--- src/rtl/expr_paren_checker_pkg.sv ---
// expr_pkg: state encoding, character classes and ASCII constants
// shared by the expression recogniser and its character classifier.
package expr_pkg;
    typedef enum logic [1:0] {EXP, NUM, AFT, ERR} state_t;
    typedef enum logic [2:0] {C_DIG, C_OP, C_LP, C_RP, C_SP, C_BAD} cls_t;
    localparam logic [7:0] CH_0     = 8'h30;
    localparam logic [7:0] CH_9     = 8'h39;
    localparam logic [7:0] CH_PLUS  = 8'h2B;
    localparam logic [7:0] CH_MINUS = 8'h2D;
    localparam logic [7:0] CH_MUL   = 8'h2A;
    localparam logic [7:0] CH_DIV   = 8'h2F;
    localparam logic [7:0] CH_LP    = 8'h28;
    localparam logic [7:0] CH_RP    = 8'h29;
    localparam logic [7:0] CH_SP    = 8'h20;
endpackage

--- src/rtl/expr_paren_checker_char_class.sv ---
// expr_char_class: maps an ASCII character to its lexical class; optional
// operators and the space separator fall to C_BAD when disabled.
module expr_char_class
    import expr_pkg::*;
#(
    parameter int ALLOW_SUBDIV = 1,
    parameter int ALLOW_SPACE  = 1
) (
    input  logic [7:0] ch,
    output cls_t       cls
);
    logic is_op;
    assign is_op = (ch == CH_PLUS) || (ch == CH_MUL) ||
                   ((ALLOW_SUBDIV != 0) && ((ch == CH_MINUS) || (ch == CH_DIV)));
    always_comb begin
        cls = (ch >= CH_0 && ch <= CH_9)               ? C_DIG :
              is_op                                   ? C_OP  :
              (ch == CH_LP)                           ? C_LP  :
              (ch == CH_RP)                           ? C_RP  :
              ((ALLOW_SPACE != 0) && (ch == CH_SP))   ? C_SP  : C_BAD;
    end
endmodule

--- config.mk ---
export PLATFORM = sky130hd
export DESIGN_NAME = expr_char_class
export DESIGN_NICKNAME = d
export VERILOG_FILES = /design/src/rtl/expr_paren_checker_pkg.sv /design/src/rtl/expr_paren_checker_char_class.sv
export SDC_FILE = /design/constraint.sdc
export NUM_CORES = 1
export LEC_CHECK = 0
export ABC_AREA = 1
export BUFFER_PORTS_ARGS = -buffer_cell sky130_fd_sc_hd__buf_2
export CORE_AREA = 3 3 40 42
export DETAILED_ROUTE_END_ITERATION = 6
export DIE_AREA = 0 0 43 45
export PLACE_DENSITY_LB_ADDON = 0.12
export SLEW_MARGIN = 20
export SYNTH_ARGS = -nofsm -noshare
export SYNTH_HDL_FRONTEND = slang
export SYNTH_SLANG_ARGS = --single-unit
--- constraint.sdc ---
create_clock -name vclk -period 0.86
set_clock_uncertainty 0.15 [all_clocks]
set_input_delay 0.172 -clock vclk [all_inputs]
set_output_delay 0.172 -clock vclk [all_outputs]
set_load 0.1 [all_outputs]
======== Word-level counts from Yosys, hierarchy flattened ========
Index checks and enable logic that the tools add are counted.
word-level totals
  logic and storage cells ................. 18
  output and inout bits ................... 3
  bits of input ports ..................... 8
  bits in registers ....................... 0
cells by class
  reduce and logical (&&, ||, !) cells .... 4
  equality and inequality tests ........... 7
  order comparisons ....................... 2
  multiplexer cells ....................... 5
operators with widths
  cell                                                                    count
  8-bit by 6-bit equality test with 1-bit output (second input constant)  7
  3-bit two-way mux                                                       4
  8-bit by 6-bit >= comparator with 1-bit output (second input constant)  1
  8-bit by 6-bit <= comparator with 1-bit output (second input constant)  1
  1-bit logical OR                                                        3
  1-bit logical AND                                                       1
  1-bit two-way mux                                                       1

======== Logic depth before layout (Yosys ltp) ========
Gate-level depths: netlist of the first run.
  depth in word-level cells ............... 6
  gate-level depth with buffers ........... 6
  depth with buffers taken out ............ 6

======== Least setup slack after synthesis of the first run ========
No wires, ideal clock.
  path kind ............................... input-to-output
  start ................................... input port ch[3]
  end ..................................... output port cls[0]
  path slack .............................. -1.311 ns
  buffers on the path ..................... 0
  stages on the path ...................... 4
  arrival time ............................ 1.849 ns
  data required time ...................... 0.538 ns
  cells stage by stage .................... inv_2 > nor2_1 > nor2_1 > a21oi_1
on the way
  longest elaborated chain between the ends .. 6
  elaborated cells between the ends (all ways) .. 18
  those cells by class .................... order compare: 2; eq/ne: 7; mux: 5; reduce/logical: 4
ends and longest elaborated chain
  element                                         line                                 RTL
  from (decl)                                     expr_paren_checker_char_class.sv:9   input logic [7:0] ch,
  8-bit by 6-bit equality test with 1-bit output  expr_paren_checker_char_class.sv:20  ((ALLOW_SPACE != 0) && (ch == CH_SP)) ? C_SP : C_BAD;
  1-bit two-way mux                               expr_paren_checker_char_class.sv:20
  3-bit two-way mux                               expr_paren_checker_char_class.sv:19  (ch == CH_RP) ? C_RP :
  3-bit two-way mux                               expr_paren_checker_char_class.sv:18  (ch == CH_LP) ? C_LP :
  3-bit two-way mux                               expr_paren_checker_char_class.sv:17  is_op ? C_OP :
  3-bit two-way mux *                             expr_paren_checker_char_class.sv:16  cls = (ch >= CH_0 && ch <= CH_9) ? C_DIG :
  to (decl)                                       expr_paren_checker_char_class.sv:10  output cls_t cls
Mark *: on every way between the ends. The rest lies on a longest branch, timed or not.

======== Worst setup path in the final report of the first run ========
  start ................................... input port ch[2]
  end ..................................... output port cls[2]
on the way
  longest elaborated chain between the ends .. 5
  elaborated cells between the ends (all ways) .. 16
  those cells by class .................... order compare: 2; eq/ne: 6; mux: 4; reduce/logical: 4
ends and longest elaborated chain
  element                                                                   line
  8-bit by 6-bit equality test with 1-bit output, on equally long branches  expr_paren_checker_char_class.sv:19, expr_paren_checker_char_class.sv:13, expr_paren_checker_char_class.sv:14
  3-bit two-way mux, or another cell as far along                           expr_paren_checker_char_class.sv:19
  3-bit two-way mux / 1-bit logical OR (equally long branches)              expr_paren_checker_char_class.sv:18, expr_paren_checker_char_class.sv:13
  3-bit two-way mux                                                         expr_paren_checker_char_class.sv:17
  3-bit two-way mux *                                                       expr_paren_checker_char_class.sv:16
Marked as above.

==> results of run 1 <==
-- per-stage QoR --
stage,hold slack [ns],cell area (um2)
CTS,0.701,312
global placement,0.690,282
floorplan,0.520,155
global route,0.728,312
detailed placement,0.702,282
finish,0.690,312
-- worst max-delay path: stages --
cell,delay [ns]
sky130_fd_sc_hd__buf_6,0.10
sky130_fd_sc_hd__nor2_4,0.12
sky130_fd_sc_hd__nor2_2,0.06
sky130_fd_sc_hd__nand3_1,0.09
sky130_fd_sc_hd__nand2_2,0.07
sky130_fd_sc_hd__nor2_4,0.10
sky130_fd_sc_hd__buf_12,0.18
-- synthesized netlist by cell type, drive strengths merged --
master	count	area, um2
nor2	7	38.8
nand3	1	5.00
a21oi	1	5.00
nand4	1	6.26
inv	7	26.3
nand2	5	21.3
-- path summary, 6_finish.rpt --
path	end	slack (ns)	depth (start not counted)	startpoint
worst max-delay path	cls[2]	-0.35	7	ch[2]
worst min-delay path	cls[0]	0.69	4	ch[0]
-- placed cells by master (no fill, tap or decap), drive strengths merged --
cell type  count
clkinvlp       1
nand3          1
a21oi          1
buf           12
nand2          5
nor2           7
clkinv         1
nand4          1
inv            5
-- area by class of cell --
type / count / area [um2] / share of cell area (%)
multi-input combinational: 15 / 123 / 39.4
inverter: 7 / 37.5 / 12.0
tap: 15 / 18.8 / 6.02
timing repair buffer: 12 / 133 / 42.6
-- metal layers --
metal | share of wire [%] | vias up | routed length (um) | GRT usage, %
li1 | - | 88 | - | -
met1 | 32 | 71 | 102 | 4.05
met3 | 12 | 0 | 38 | 0.398
met5 | 0 | - | 0 | 0
met4 | 0 | 0 | 0 | 0
met2 | 55 | 8 | 174 | 7.19
-- power by group through the flow --
stage	Clock [uW]	Combinational, uW	Sequential, uW
floorplan	0	64.8	0
global placement	0	109	0
detailed placement	0	111	0
CTS	0	125	0
global route	0	132	0
finish	0	123	0
-- kinds of logic (layout without fill, tap and decap cells) --
group	after synthesis	count (layout)	synth area share (%)
AND/OR/NAND/NOR	14	14	69.5
AO/OA/AOI/OAI	1	1	4.87
buffers and inverters	7	19	25.6
-- what timing repair did --
action	in CTS	in global routing
resized for setup	8	2
setup buffers	0	0
setup endpoints to repair	3	3
pin swaps	7	3
==> impl_metrics.csv, run 1 <==
group,metric,value,unit
timing,worst_slew_pin_slew,0.196,ns
pwr,finalPower,123,uW
yosys,syn_area,103,um2
yosys,postSynthAreaPerCell,4.66,um2
timing,final.setup.tns,-0.998,ns
timing,timing_max_transition_violations_final,0,
pwr,internal_power,55.4,uW
floorplanning,core_ar,1280,um2
cts,cts_hold_repair.buffers,0,
grt,grt.overflow.total,0,
pwr,power_density,396,nW/um2
final_layout,num-clock-buffers,0,
yosys,syn_inst,22,
floorplanning,die_height,45,um
drt,wirelength,315,um
final_layout,final-instance-count-excl-fill,49,
drt,final_antenna_net_count,0,
critical_path,worst_ep_arrival_time,0.89,ns
grt,grtUsageTotal,3.48,%
yosys,postSynthNetCount,30,
grt,grt_pass1_wl,552,um
placed_design,place_ws,-0.409,ns
timing,setup_viol,3,
critical_path,critical_path_peak_fanout,2,
pwr,swShare,55.1,%
timing,timing.fmax,0.827,GHz
run_status,violated_checks,"negative setup slack",
placed_design,dp.cells,49,
floorplanning,rows,13,
final_layout,nFlopsAndLatches,0,
pwr,pwr-share-seq,0,%
drt,detail_route.vias_per_cell,3.41,
yosys,netlist-cell-type-count,10,
placed_design,place.gp.congestion,0.601,
floorplanning,fp.dieArea,1940,um2
floorplanning,initial_utilization,7.98,%
grt,first_global_vias,160,
floorplanning,die_w,43,um
final_layout,flow.area_growth_from_synthesis,204,%
flow_run,cap_viol_max_count,0,
final_layout,post_route_cells_drive_above_1_share,85.3,%
pwr,peakVddDrop,0.147,mV
critical_path,worstSetupPathType,"input pin to output port",
yosys,synth-seq-area-share,0,%
timing,unrepaired_setup_endpoints_after_global_routing,"true",
pwr,leakage,0.000139,uW
timing,slew_headroom,86.9,%
drt,wl_per_cell,6.43,um
critical_path,worstPathRequired,0.54,ns
critical_path,cp-end-kind,"output port",
grt,largest_net_degree_at_the_start_of_global_routing,4,
final_layout,fillers,140,
grt,number_of_antenna_violations_at_the_first_check_in_global_routing,0,
final_layout,finish.net_count,44,
timing,min_period,1.21,ns
pwr,clockPowerShare,0,%
worst_hold_path,holdCritPathClass,"input pin to output port",
timing,report.final.hold_viol_count,0,
final_layout,antenna_cells,0,
timing,layout_setup_ws,-0.349,ns
final_layout,fin_util,24.2,%
drt,detail_route.iter0.violations,0,
drt,drt_pass1_iterations,1,
drt,routed-via-count,167,
drt,route.detailed.drc,0,
yosys,synth_warnings,0,
final_layout,regArea,0,um2
run_status,result_of_the_run,"finished, violations left",
timing,layout_worst_path_cycle_share,141,%
pwr,p_sw,68.0,uW
placed_design,port_buffers,11,
pwr,combinationalPowerShare,100.0,%
critical_path,cp-start-kind,"input pin",
floorplanning,ioPinCount,11,
(Power assumes the default switching activity.)
==> inputs of run 2 (changes only) <==
--- a/config.mk
+++ b/config.mk
@@ -12,3 +12,3 @@
 export DIE_AREA = 0 0 43 45
-export PLACE_DENSITY_LB_ADDON = 0.12
+export PLACE_DENSITY_LB_ADDON = 0.3
 export SLEW_MARGIN = 20
==> constraint.sdc (replaced) <==
create_clock -name vclk -period 0.86
set_clock_uncertainty 0.15 [all_clocks]
set_input_delay 0.129 -clock vclk [all_inputs]
set_output_delay 0.129 -clock vclk [all_outputs]
set_load 0.1 [all_outputs]
==> impl_metrics.csv, run 2 (synthesized netlist as in run 1, its figures left out) <==
group,metric,value,unit
timing,timing.fmax,0.893,GHz
pwr,internal_power,58.1,uW
grt,largest_net_degree_at_the_start_of_global_routing,4,
floorplanning,initial_utilization,7.98,%
timing,worst_slew_pin_slew,0.157,ns
critical_path,path_cells,"buf_8, nor2_4, inv_2, nor2_4, nand2_2, nand2_2, nor2_4, buf_12",
drt,detail_route.iter0.violations,0,
pwr,leakage,0.000143,uW
final_layout,num-clock-buffers,0,
timing,report.final.hold_viol_count,0,
drt,wirelength,302,um
placed_design,port_buffers,11,
critical_path,worstPathBufferInverterCount,3,
critical_path,critical_path_peak_fanout,2,
worst_hold_path,holdCritPathClass,"input pin to output port",
critical_path,worst_ep_arrival_time,0.84,ns
drt,routed-wl-met3,17,um
drt,final_antenna_net_count,0,
floorplanning,core_ar,1280,um2
pwr,peakVddDrop,0.132,mV
timing,timing_max_transition_violations_final,0,
grt,first_global_vias,146,
run_status,violated_checks,"negative setup slack",
pwr,combinationalPowerShare,100.0,%
timing,layout_setup_ws,-0.260,ns
grt,grtUsageTotal,3.23,%
timing,unrepaired_setup_endpoints_after_global_routing,"true",
critical_path,cp-end-kind,"output port",
drt,route.detailed.drc,0,
drt,drt_pass1_iterations,1,
cts,cts_hold_repair.buffers,0,
pwr,swShare,54.8,%
final_layout,post_route_cells_drive_above_1_share,85.3,%
critical_path,worstSetupPathType,"input pin to output port",
pwr,power_density,398,nW/um2
final_layout,most_common_cell_after_layout_fill_and_taps_aside,"sky130_fd_sc_hd__nor2_4",
drt,wl_per_cell,6.16,um
final_layout,regArea,0,um2
grt,grt_pass1_wl,510,um
drt,detail_route.vias_per_cell,3.35,
critical_path,cpMaxStageDelayCell,"sky130_fd_sc_hd__buf_12",
final_layout,nFlopsAndLatches,0,
timing,whs,0.595,ns
floorplanning,fp.dieArea,1940,um2
timing,final.setup.tns,-0.723,ns
cts,cts_post_setup_buffers_inserted,0,
placed_design,place.gp.congestion,0.730,
floorplanning,rows,13,
critical_path,worstPathRequired,0.58,ns
timing,setup_viol,3,
floorplanning,die_height,45,um
pwr,p_sw,70.3,uW
final_layout,antenna_cells,0,
run_status,result_of_the_run,"finished, violations left",
critical_path,timing.critical_path.mode_cell,"sky130_fd_sc_hd__nor2_4",
drt,highest_layer,"met3",
pwr,pwr-share-seq,0,%
grt,number_of_antenna_violations_at_the_first_check_in_global_routing,0,
timing,min_period,1.12,ns
critical_path,path_delay_family,"simple AND/OR/NAND/NOR gates",
flow_run,cap_viol_max_count,0,
final_layout,finish.net_count,44,
floorplanning,ioPinCount,11,
placed_design,detailedPlacementHpwl,281,um
placed_design,place_ws,-0.305,ns
final_layout,layout_common_cells,"5 x sky130_fd_sc_hd__nor2_4, 4 x sky130_fd_sc_hd__buf_2, 3 x sky130_fd_sc_hd__nand2_2, 3 x sky130_fd_sc_hd__buf_6, 3 x sky130_fd_sc_hd__buf_12",
critical_path,crit_path_max_incr_delay,0.16,ns
final_layout,flow.area_growth_from_synthesis,215,%
pwr,clockPowerShare,0,%
drt,routed-via-count,164,
drt,dr_wl_met2,173,um
drt,route.layer.met1.wl,110,um
timing,layout_worst_path_cycle_share,130,%
grt,grt.overflow.total,0,
critical_path,cp-start-kind,"input pin",
floorplanning,die_w,43,um
timing,slew_headroom,89.5,%
-- run 2: cell types whose count changed in the layout (fill, tap and decap cells not counted) --
cell	change
sky130_fd_sc_hd__buf_6	-1
sky130_fd_sc_hd__nor2_1	-1
sky130_fd_sc_hd__buf_8	+1
sky130_fd_sc_hd__inv_2	-1
sky130_fd_sc_hd__clkinv_4	-1
sky130_fd_sc_hd__nor2_4	+1
sky130_fd_sc_hd__inv_6	+1
sky130_fd_sc_hd__inv_1	+1
-- run 2: per-layer routing --
metal / vias up / GRT usage [%]
met3: 0 / 0
met1: 71 / 3.57
met2: 5 / 7.19
met5: - / 0
met4: 0 / 0
li1: 88 / -
-- run 2: power groups by stage --
stage / logic [uW] / clock network, uW / registers (uW)
global route: 138 / 0 / 0
detailed placement: 110 / 0 / 0
floorplan: 64.8 / 0 / 0
CTS: 124 / 0 / 0
global placement: 110 / 0 / 0
finish: 128 / 0 / 0
-- run 2: worst paths after layout --
path | from | end | slack (ns) | cells past startpoint
worst min-delay path | ch[0] | cls[0] | 0.59 | 4
worst max-delay path | ch[2] | cls[2] | -0.26 | 8
-- run 2: layout make-up --
| cell class | instances | area, um2 |
|---|---|---|
| inverter | 7 | 37.5 |
| multi-input combinational | 15 | 130 |
| tap | 15 | 18.8 |
| timing repair buffer | 12 | 136 |
| fill | 147 | 962 |
-- run 2: through the flow --
stage	util (%)	instance area, um2	cells	power [uW]
finish	25.1	323	49	128
detailed placement	21.9	282	49	110
floorplan	-	155	22	64.8
global placement	21.9	282	49	110
CTS	24.2	312	49	124
global route	25.1	323	49	138
-- run 2: what timing repair did --
action                                  4_1_cts  5_1_grt
endpoints found under the setup margin        3        3
resized for setup                             7        3
pin swaps                                     4        3
